===== src/rtl/multi_button_debouncer.sv =====
// N-channel push-button debouncer: 2-FF sync, stability filter, strobes.
// Define DEBOUNCE_REPEAT_EN to add hold-to-repeat strobes per channel.
module multi_button_debouncer #(
  parameter int N_BTN           = 4,
  parameter int DEBOUNCE_CYCLES = 500000,
  parameter bit BTN_ACTIVE_LOW  = 1'b0,
  parameter int REPEAT_DELAY    = 25000000,
  parameter int REPEAT_PERIOD   = 5000000
) (
  input  logic             clk,
  input  logic             reset,
  input  logic [N_BTN-1:0] BTN,
  output logic [N_BTN-1:0] clean,
  output logic [N_BTN-1:0] press,
  output logic [N_BTN-1:0] release_pulse,
  output logic [N_BTN-1:0] repeat_pulse
);

  localparam int CNT_W = $clog2(DEBOUNCE_CYCLES);
  localparam logic [CNT_W-1:0] CNT_TOP =
    CNT_W'(DEBOUNCE_CYCLES - 1);

  if (N_BTN < 1 || DEBOUNCE_CYCLES < 2 ||
      REPEAT_DELAY < 2 || REPEAT_PERIOD < 2) begin : g_param_chk
    $error("multi_button_debouncer: illegal parameter");
  end

  logic [N_BTN-1:0] s1_q, s1_d;
  logic [N_BTN-1:0] s2_q, s2_d;
  logic [N_BTN-1:0] in_s;
  logic [N_BTN-1:0] clean_q, clean_d;
  logic [N_BTN-1:0] press_q, press_d;
  logic [N_BTN-1:0] rel_q, rel_d;
  logic [CNT_W-1:0] cnt_q [N_BTN];
  logic [CNT_W-1:0] cnt_d [N_BTN];

  // Synchroniser chain and polarity normalisation
  always_comb begin
    s1_d = BTN;
    s2_d = s1_q;
    in_s = BTN_ACTIVE_LOW ? ~s2_q : s2_q;
  end

  // Stability filter: clean follows in_s after an unbroken run
  always_comb begin
    clean_d = clean_q;
    press_d = '0;
    rel_d   = '0;
    for (int i = 0; i < N_BTN; i++) begin
      cnt_d[i] = '0;
      if (in_s[i] != clean_q[i]) begin
        if (cnt_q[i] == CNT_TOP) begin
          clean_d[i] = in_s[i];
          press_d[i] = in_s[i];
          rel_d[i]   = ~in_s[i];
        end else begin
          cnt_d[i] = cnt_q[i] + 1'b1;
        end
      end
    end
  end

  // Debounce state registers
  always_ff @(posedge clk or negedge reset) begin
    if (!reset) begin
      s1_q    <= '0;
      s2_q    <= '0;
      clean_q <= '0;
      press_q <= '0;
      rel_q   <= '0;
      for (int i = 0; i < N_BTN; i++) begin
        cnt_q[i] <= '0;
      end
    end else begin
      s1_q    <= s1_d;
      s2_q    <= s2_d;
      clean_q <= clean_d;
      press_q <= press_d;
      rel_q   <= rel_d;
      for (int i = 0; i < N_BTN; i++) begin
        cnt_q[i] <= cnt_d[i];
      end
    end
  end

  assign clean         = clean_q;
  assign press         = press_q;
  assign release_pulse = rel_q;

`ifdef DEBOUNCE_REPEAT_EN
  localparam int HOLD_MAX =
    (REPEAT_DELAY > REPEAT_PERIOD) ? REPEAT_DELAY : REPEAT_PERIOD;
  localparam int HOLD_W = $clog2(HOLD_MAX + 1);
  localparam logic [HOLD_W-1:0] DLY_TOP =
    HOLD_W'(REPEAT_DELAY - 1);
  localparam logic [HOLD_W-1:0] PER_TOP =
    HOLD_W'(REPEAT_PERIOD - 1);

  logic [HOLD_W-1:0] hold_q [N_BTN];
  logic [HOLD_W-1:0] hold_d [N_BTN];
  logic [N_BTN-1:0]  phase_q, phase_d;
  logic [N_BTN-1:0]  rep_q, rep_d;

  // Hold timer: first strobe after the delay, then one per period
  always_comb begin
    phase_d = phase_q;
    rep_d   = '0;
    for (int i = 0; i < N_BTN; i++) begin
      hold_d[i] = hold_q[i] + 1'b1;
      if (!clean_d[i] || press_d[i]) begin
        hold_d[i]  = '0;
        phase_d[i] = 1'b0;
      end else if (hold_q[i] == (phase_q[i] ? PER_TOP : DLY_TOP)) begin
        hold_d[i]  = '0;
        phase_d[i] = 1'b1;
        rep_d[i]   = 1'b1;
      end
    end
  end

  // Hold timer registers
  always_ff @(posedge clk or negedge reset) begin
    if (!reset) begin
      phase_q <= '0;
      rep_q   <= '0;
      for (int i = 0; i < N_BTN; i++) begin
        hold_q[i] <= '0;
      end
    end else begin
      phase_q <= phase_d;
      rep_q   <= rep_d;
      for (int i = 0; i < N_BTN; i++) begin
        hold_q[i] <= hold_d[i];
      end
    end
  end

  assign repeat_pulse = rep_q;
`else
  assign repeat_pulse = '0;
`endif

endmodule

===== config.mk =====
export PLATFORM = sky130hd
export DESIGN_NAME = multi_button_debouncer
export DESIGN_NICKNAME = d
export VERILOG_FILES = /design/src/rtl/multi_button_debouncer.sv
export SDC_FILE = /design/constraint.sdc
export NUM_CORES = 1
export LEC_CHECK = 0
export CAP_MARGIN = 20
export CORE_MARGIN = 1.5
export CORE_UTILIZATION = 50
export DETAILED_ROUTE_END_ITERATION = 6
export GPL_ROUTABILITY_DRIVEN = 0
export PLACE_DENSITY = 0.68
export SLEW_MARGIN = 20
export SYNTH_ARGS = -nofsm -noshare
export SYNTH_HDL_FRONTEND = slang
export SYNTH_SLANG_ARGS = --single-unit

===== constraint.sdc =====
create_clock -name clk -period 6.3 [get_ports clk]
set_input_delay 1.575 -clock clk [delete_from_list [all_inputs] [get_ports clk]]
set_output_delay 1.575 -clock clk [all_outputs]
set_load 0.01 [all_outputs]

==> impl_metrics.env, run 1 <==
export IMPL_drive_gt1_share_pct=7.16
export IMPL_r2r_start="cnt_q[49]"
export IMPL_slowest_delay_ps=560
export IMPL_vias=3150
export IMPL_peakVddDrop_uv=152
export IMPL_status="complete, no violations"
export IMPL_syn_avg_cell_area_um2=10.4
export IMPL_die_area_mm2=0.00947
export IMPL_cts_buffers_inserted=9
export IMPL_cp_cell_sequence="clkdlybuf4s50_1"
export IMPL_finalMaxSlewViolations=0
export IMPL_fin_crit_sh_pct=46.5
export IMPL_wl_per_cell_um=14.2
export IMPL_antenna_found_initial=0
export IMPL_fp_coreArea_mm2=0.00868
export IMPL_cp_arrival_ps=1360
export IMPL_cts_resized=0
export IMPL_overflow=0
export IMPL_synthCells=426
export IMPL_clock_sinks=96
export IMPL_critPathBufInv=1
export IMPL_cts_hold_fix_buffers=0
export IMPL_yosys_top_cells_area="dfrtp_1 (54%), xor2_1 (5.7%), xnor2_1 (4.5%)"
export IMPL_slowest_stage="clkdlybuf4s50_1"
export IMPL_synth_top_area_cell="dfrtp_1"
export IMPL_r2r_end="cnt_q[44]"
export IMPL_syn2layout_area_growth_pct=10.3
export IMPL_cts_tree="done"
export IMPL_diodes=0
export IMPL_grt_max_degree=54
export IMPL_die_h_um=97.3
export IMPL_drt_vias_per_instance=5.68
export IMPL_routed_wl_um=7880
export IMPL_hold_violations=0
export IMPL_yosys_most_used_dff="dfrtp_1"
export IMPL_worstPathMaxFanout=5
export IMPL_drt_iter0_drc=126
export IMPL_cts_root_buf="clkbuf_8"
export IMPL_hp_class="register to register"
export IMPL_reg2reg_depth=4
export IMPL_start_util_pct=51.3
export IMPL_fin_nets=452
export IMPL_synth_warnings=0
export IMPL_cap_violations=0
export IMPL_hold_start="s1_q[3]"
export IMPL_path_delay_family="buffers and inverters"
export IMPL_netlist_cell_type_count=41
export IMPL_cts_clk_slew_worst_paths_ps=90
export IMPL_clockBufferDepth=2
export IMPL_setup_violations=0
export IMPL_hold_end="in_s[3]"
export IMPL_holdPathStages=0
export IMPL_seq_area_frac_synth_pct=54.0
export IMPL_cts_setup_buffers=0
export IMPL_critPathLaunchType="register"
export IMPL_power_density_mw_per_mm2=218
export IMPL_track_usage_pct=17.8
export IMPL_power_total_w=0.00107
export IMPL_clock_latency_ps=370
export IMPL_critPathKind="register to primary output"
export IMPL_grt_pass1_wl_um=13500
export IMPL_p_leak_nw=2.01
export IMPL_synth_async_reset_ratio_pct=100
export IMPL_fin_setup_tns_ps=0
export IMPL_synth_edf_count=0
export IMPL_synth_area_mm2=0.00445
export IMPL_worst_slew_pin_slew_ps=730
export IMPL_io_pins=22
export IMPL_numPortBuffers=17
export IMPL_detail_route_antenna_nets=0
export IMPL_drc=0
export IMPL_die_x_um=97.3
export IMPL_synth_top_area_share_pct=54.0
export IMPL_layout_min_cycle_time_ps=2930
export IMPL_cp_required_ps=4720
export IMPL_fmax_mhz=341
export IMPL_timing_slew_headroom_pct=51.3
export IMPL_rows=34
export IMPL_dr_pass1_iters=4
export IMPL_clock_skew_ps=10.4
export IMPL_cp_depth=1
export IMPL_grt_pass1_vias=2964
export IMPL_htreeDepth=3
export IMPL_rsz0062_at_grt="false"
export IMPL_reg2reg_slack_ps=3970
export IMPL_ys_seq_elements=96
export IMPL_dp_hpwl_um=5220
export IMPL_cp_end_kind="primary output"
==> layer usage <==
metal	global-route usage [%]	vias up	share of wire [%]
met4	5.38	0	1.5
met3	5.97	11	3.4
met1	22.9	1550	48
li1	-	1546	-
met2	28.7	43	47
met5	0	-	0
==> sequential cells by signal, summed over array words and instances (netlist names) <==
name,flops
clean,4
cnt_q,76
in_s,4
press,4
release_pulse,4
s1_q,4
==> logic make-up after synthesis <==
logic type      share of synthesized area [%]
compound gates                           5.71
xor+xnor                                 10.2
fa+ha+maj                                1.13
buf+inv                                  2.17
flops                                    54.0
mux                                      1.10
other cells                            0.0843
simple gates                             25.6
==> final cells by class <==
cell class              count  area, µm²
multi-input cells         313       1980
inverters                   4       15.0
flip-flops and latches     96       2400
clock inverters             7       71.3
fillers                   763       3770
clock buffers               9        124
repair buffers             18        175
well taps                 108        135
==> placed cells by master, fill, tap and decap left out, types with 3 or more instances in the layout <==
cell,synthesis,final
xor2_1,29,29
dfrtp_1,96,96
nand4_1,23,23
clkinv_2,0,3
or4_1,10,10
o21ai_0,14,14
and2_1,7,7
clkdlybuf4s50_1,0,16
clkbuf_8,0,9
nor4_1,7,7
and3_1,7,7
nand3_1,20,20
nor3b_1,9,9
mux2_2,3,3
nor2_1,51,51
inv_1,4,4
ha_1,4,4
and4_1,8,8
conb_1,1,4
a21oi_1,20,20
o31ai_1,6,6
nor3_1,7,7
nand2_1,27,27
xnor2_1,23,23
or3_1,15,15
==> stage by stage <==
step,worst slack (ps),cells,cell area (µm²),hold WS (ps),util [%]
detailed placement,3550,539,4700,341,54.2
floorplan,4210,429,4460,331,-
finish,3370,555,4900,359,56.5
CTS,3350,555,4900,362,56.4
global route,3310,555,4900,361,56.5
global placement,3590,539,4690,334,54.0
==> worst max-delay path by stage <==
| stage | endpoint | slack, ps | startpoint |
|---|---|---|---|
| floorplan | clean[1] | 4210 | cnt_q[49] |
| global placement | cnt_q[43] | 3590 | reset |
| detailed placement | cnt_q[38] | 3550 | reset |
| CTS | clean[1] | 3350 | clean[1] |
| global route | clean[2] | 3310 | clean[2] |
| finish | clean[1] | 3370 | clean[1] |
==> power breakdown <==
part / total, W / leakage, nW / switching [W] / internal, W
Sequential: 0.000633 / 1.31 / 0.00000837 / 0.000624
Clock: 0.000398 / 0.103 / 0.000214 / 0.000184
Combinational: 0.0000370 / 0.590 / 0.0000260 / 0.0000110
Total: 0.00107 / 2.01 / 0.000249 / 0.000819
==> worst register-to-register path, cell delays in order (launching register included) <==
cell and delay [ps]:
dfrtp_1 450, or4b_1 520, or4_4 540, o21ai_2 570, nor2_1 120
==> cell usage after synthesis (2+ instances only) <==
cell and number:
dfrtp_1 96, ha_1 4, mux2_2 3, xor2_1 29, nand3b_1 2, o31ai_1 6
nor3b_1 9, nor3_1 7, o31ai_2 2, nor2_1 51, o21ai_0 14, nand2_1 27
buf_4 5, and3_1 7, nand3_1 20, clkbuf_1 9, or3_1 15, nor4b_1 2
nand4_1 23, xnor2_1 23, and4_1 8, a21oi_1 20, and2_1 7, inv_1 4
buf_2 2, or4_1 10, nor4_1 7
Note: power is estimated with default switching activity, not from simulation.
==> inputs of run 2 (changes only) <==
==> constraint.sdc (replaced) <==
create_clock -name clk -period 2.8 [get_ports clk]
set_input_delay 0.7 -clock clk [delete_from_list [all_inputs] [get_ports clk]]
set_output_delay 0.7 -clock clk [all_outputs]
set_load 0.01 [all_outputs]
==> impl_metrics.env, run 2 (same netlist as run 1, synthesis figures left out) <==
export IMPL_status="complete, no violations"
export IMPL_worst_slew_pin_slew_ps=694
export IMPL_worstPathMaxFanout=11
export IMPL_fmax_mhz=458
export IMPL_diodes=0
export IMPL_layout_min_cycle_time_ps=2180
export IMPL_cts_resized=0
export IMPL_top_register="cnt_q"
export IMPL_clock_skew_ps=6.03
export IMPL_hold_violations=0
export IMPL_hold_slack_ps=352
export IMPL_antenna_found_initial=0
export IMPL_power_density_mw_per_mm2=486
export IMPL_drt_iter0_drc=103
export IMPL_numPortBuffers=17
export IMPL_die_h_um=97.3
export IMPL_setup_violations=0
export IMPL_track_usage_pct=18.2
export IMPL_hp_class="register to register"
export IMPL_dr_pass1_iters=4
export IMPL_die_x_um=97.3
export IMPL_detail_route_antenna_nets=0
export IMPL_largest_reg_flops=76
export IMPL_hold_end="in_s[3]"
export IMPL_fin_setup_tns_ps=0
export IMPL_fill_cells=765
export IMPL_r2r_end="cnt_q[47]"
export IMPL_wl_per_cell_um=14.2
export IMPL_cts_hold_fix_buffers=0
export IMPL_timing_slew_headroom_pct=53.7
export IMPL_critPathKind="register to register"
export IMPL_cts_buffers_inserted=9
export IMPL_cp_end_kind="register"
export IMPL_drive_gt1_share_pct=7.56
export IMPL_die_area_mm2=0.00947
export IMPL_final_cell_mix="dfrtp_1 (96), nor2_1 (51), xor2_1 (29), nand2_1 (27)"
export IMPL_reg2reg_depth=5
export IMPL_syn2layout_area_growth_pct=10.8
export IMPL_overflow=0
export IMPL_htreeDepth=3
export IMPL_fp_coreArea_mm2=0.00868
export IMPL_hold_start="s1_q[3]"
export IMPL_grt_pass1_wl_um=14200
export IMPL_clock_sinks=96
export IMPL_cp_required_ps=3050
export IMPL_clock_latency_ps=350
export IMPL_cap_violations=0
export IMPL_dp_slack_ps=632
export IMPL_grt_pass1_vias=3039
export IMPL_power_total_w=0.00240
export IMPL_cts_tree="done"
export IMPL_grt_max_degree=56
export IMPL_cp_arrival_ps=2430
export IMPL_setup_ws_ps=617
export IMPL_fin_nets=458
export IMPL_start_util_pct=51.3
export IMPL_fin_crit_sh_pct=78.0
export IMPL_drc=0
export IMPL_vias=3143
export IMPL_rsz0062_at_grt="false"
export IMPL_routed_wl_um=7920
export IMPL_r2r_start="cnt_q[49]"
export IMPL_clockBufferDepth=2
export IMPL_p_leak_nw=2.02
export IMPL_holdPathStages=0
export IMPL_rows=34
export IMPL_finalMaxSlewViolations=0
export IMPL_cts_root_buf="clkbuf_8"
export IMPL_multiInputGateArea_mm2=0.00196
export IMPL_drt_vias_per_instance=5.63
export IMPL_peakVddDrop_uv=274
export IMPL_final_common_cell="dfrtp_1"
export IMPL_critPathLaunchType="register"
export IMPL_cts_setup_buffers=0
export IMPL_io_pins=22
export IMPL_regArea_mm2=0.00240
export IMPL_cts_clk_slew_worst_paths_ps=90
export IMPL_reg2reg_slack_ps=620
export IMPL_dp_hpwl_um=5450
==> run 2: cell types whose count changed in the layout (fill, tap and decap cells not counted), sizes merged <==
cell / previous run / this run
buf: 2 / 8
clkbuf: 9 / 10
clkinvlp: 0 / 2
clkinv: 5 / 0
inv: 5 / 4
==> run 2: area by class of cell <==
type | instances | share of cell area, %
tap | 108 | 2.74
clock inverter | 3 | 0.914
multi-input combinational | 313 | 39.8
clock buffer | 10 | 2.79
inverter | 4 | 0.305
timing repair buffer | 24 | 4.72
sequential | 96 | 48.7
==> run 2: worst max-delay path by stage <==
stage | cells after the start | endpoint | startpoint
after floorplan | 4 | clean[1] | cnt_q[49]
after global placement | 5 | cnt_q[52] | cnt_q[49]
after detailed placement | 5 | cnt_q[47] | cnt_q[49]
after CTS | 5 | cnt_q[47] | cnt_q[49]
after global routing | 5 | cnt_q[50] | cnt_q[49]
final | 5 | cnt_q[47] | cnt_q[49]
==> run 2: worst max-delay path: stages, from the launching register on <==
cell and delay (ps):
dfrtp_1 440, or4b_1 510, or4_4 530, o21ai_2 290
buf_4 240, nor2_1 60
==> run 2: routing by layer <==
layer  track usage, %  up-vias  wire (µm)
met5                0        -          0
met4             5.27        0        119
met3             3.81       12        206
met2             28.0       37       3610
met1             26.2     1551       3980
li1                 -     1543          -
==> run 2: per-stage QoR <==
step                cells  area [µm²]  utilization, %
finish                558        4930            56.8
global route          558        4930            56.8
CTS                   558        4930            56.8
detailed placement    545        4750            54.7
global placement      545        4750            54.7
floorplan             429        4460               -
==> run 2: power breakdown <==
part | switching (W) | internal [W] | total (W)
combinational | 0.0000606 | 0.0000315 | 0.0000921
clock | 0.000458 | 0.000423 | 0.000881
sequential | 0.0000190 | 0.00140 | 0.00142
total | 0.000537 | 0.00186 | 0.00240
==> inputs of run 3 (changes only) <==
==> constraint.sdc (replaced) <==
create_clock -name clk -period 2.1 [get_ports clk]
set_input_delay 0.525 -clock clk [delete_from_list [all_inputs] [get_ports clk]]
set_output_delay 0.525 -clock clk [all_outputs]
set_load 0.01 [all_outputs]
==> impl_metrics.env, run 3 (same netlist as run 1, synthesis figures left out) <==
export IMPL_diodes=0
export IMPL_r2r_start="cnt_q[49]"
export IMPL_fill_cells=754
export IMPL_drt_iter0_drc=87
export IMPL_cts_root_buf="clkbuf_8"
export IMPL_grt_pass1_vias=3204
export IMPL_rows=34
export IMPL_worstPathMaxFanout=4
export IMPL_cts_tree="done"
export IMPL_path_delay_family="simple AND/OR/NAND/NOR gates"
export IMPL_fin_nets=471
export IMPL_fin_setup_tns_ps=0
export IMPL_dr_pass1_iters=4
export IMPL_drive_gt1_share_pct=10.7
export IMPL_critPathKind="register to register"
export IMPL_slowest_stage="or4_4"
export IMPL_hp_class="input pin to asynchronous set/reset pin"
export IMPL_peakVddDrop_uv=326
export IMPL_finalMaxSlewViolations=0
export IMPL_grt_max_degree=44
export IMPL_drt_vias_per_instance=5.58
export IMPL_dp_hpwl_um=5670
export IMPL_clock_skew_ps=11.5
export IMPL_setup_violations=0
export IMPL_die_area_mm2=0.00947
export IMPL_crit_start="cnt_q[49]"
export IMPL_cap_violations=0
export IMPL_cp_required_ps=2340
export IMPL_drc=0
export IMPL_track_usage_pct=18.1
export IMPL_overflow=0
export IMPL_hold_slack_ps=159
export IMPL_wl_per_cell_um=14.1
export IMPL_final_common_cell="dfrtp_1"
export IMPL_timing_slew_headroom_pct=61.8
export IMPL_rsz0062_at_grt="true"
export IMPL_fp_coreArea_mm2=0.00868
export IMPL_cts_clk_slew_worst_paths_ps=100
export IMPL_fin_crit_sh_pct=99.8
export IMPL_antenna_found_initial=0
export IMPL_p_leak_nw=2.11
export IMPL_worst_slew_pin_slew_ps=573
export IMPL_numPortBuffers=17
export IMPL_vias=3205
export IMPL_critPathBufInv=0
export IMPL_slowest_delay_ps=530
export IMPL_cts_buffers_inserted=9
export IMPL_critPathLaunchType="register"
export IMPL_top_register="cnt_q"
export IMPL_fmax_mhz=477
export IMPL_cts_hold_fix_buffers=0
export IMPL_clock_sinks=96
export IMPL_layout_min_cycle_time_ps=2100
export IMPL_clock_latency_ps=350
export IMPL_reg2reg_depth=4
export IMPL_cp_cell_sequence="or4b_1, or4_4, or2_4, mux2_4"
export IMPL_cp_end_kind="register"
export IMPL_cp_depth=4
export IMPL_die_x_um=97.3
export IMPL_power_density_mw_per_mm2=657
export IMPL_cts_resized=0
export IMPL_die_h_um=97.3
export IMPL_io_pins=22
export IMPL_clockBufferDepth=2
export IMPL_final_cell_mix="dfrtp_1 (96), nor2_1 (51), xor2_1 (29), nand2_1 (27)"
export IMPL_hold_violations=0
export IMPL_cp_arrival_ps=2340
export IMPL_htreeDepth=3
export IMPL_detail_route_antenna_nets=0
export IMPL_syn2layout_area_growth_pct=14.5
export IMPL_start_util_pct=51.3
export IMPL_status="complete, no violations"
export IMPL_routed_wl_um=8110
export IMPL_grt_pass1_wl_um=14200
export IMPL_largest_reg_flops=76
export IMPL_cts_setup_buffers=0
==> run 3: cell count changes in the layout (fill, tap and decap cells not counted) <==
cell and delta:
clkbuf_1 +1, bufinv_16 +1, inv_6 +1, clkbuf_8 -1, clkinv_4 +1, buf_12 +2, nor4b_1 -1, buf_4 +11
nor4b_2 +1
==> run 3: path summary, 6_finish.rpt <==
path	endpoint	slack (ps)
setup / recovery	clean[1]	3
hold / removal	cnt_q[15]	160
setup reg to reg	clean[1]	3
hold reg to reg	in_s[0]	350
max in group asynchronous	cnt_q[31]	1360
min in group clk	in_s[0]	350
==> run 3: area by class of cell <==
cell class / count / area (µm²) / share of cell area (%)
timing repair buffer: 37 / 355 / 6.97
tap: 108 / 135 / 2.65
sequential: 96 / 2400 / 47.2
clock buffer: 10 / 128 / 2.50
inverter: 4 / 15.0 / 0.295
clock inverter: 6 / 92.6 / 1.82
multi-input combinational: 313 / 1970 / 38.6
==> run 3: power by group <==
part	switching (W)	leakage [nW]	internal [W]	total, W
logic	0.0000842	0.697	0.0000505	0.000135
clock network	0.000637	0.103	0.000678	0.00132
registers	0.0000249	1.31	0.00187	0.00190
==> run 3: through the flow <==
stage / instances / total power (W) / util [%] / setup WS (ps) / area [µm²]
5_1_grt: 574 / 0.00347 / 58.7 / -41.6 / 5090
4_1_cts: 574 / 0.00339 / 58.6 / 0.137 / 5090
2_1_floorplan: 429 / 0.00199 / - / 13.8 / 4460
3_5_place_dp: 558 / 0.00207 / 56.1 / -6.68 / 4870
3_3_place_gp: 558 / 0.00207 / 56.1 / 19.0 / 4870
6_report: 574 / 0.00335 / 58.7 / 3.16 / 5090
==> run 3: metal layers <==
metal / routed length (µm) / global-route usage, % / part of all wire (%) / vias up
li1: - / - / - / 1580
met1: 3870 / 24.6 / 48 / 1580
met2: 3910 / 29.4 / 48 / 35
met3: 219 / 2.81 / 2.7 / 10
met4: 104 / 6.81 / 1.3 / 0
met5: 0 / 0 / 0 / -
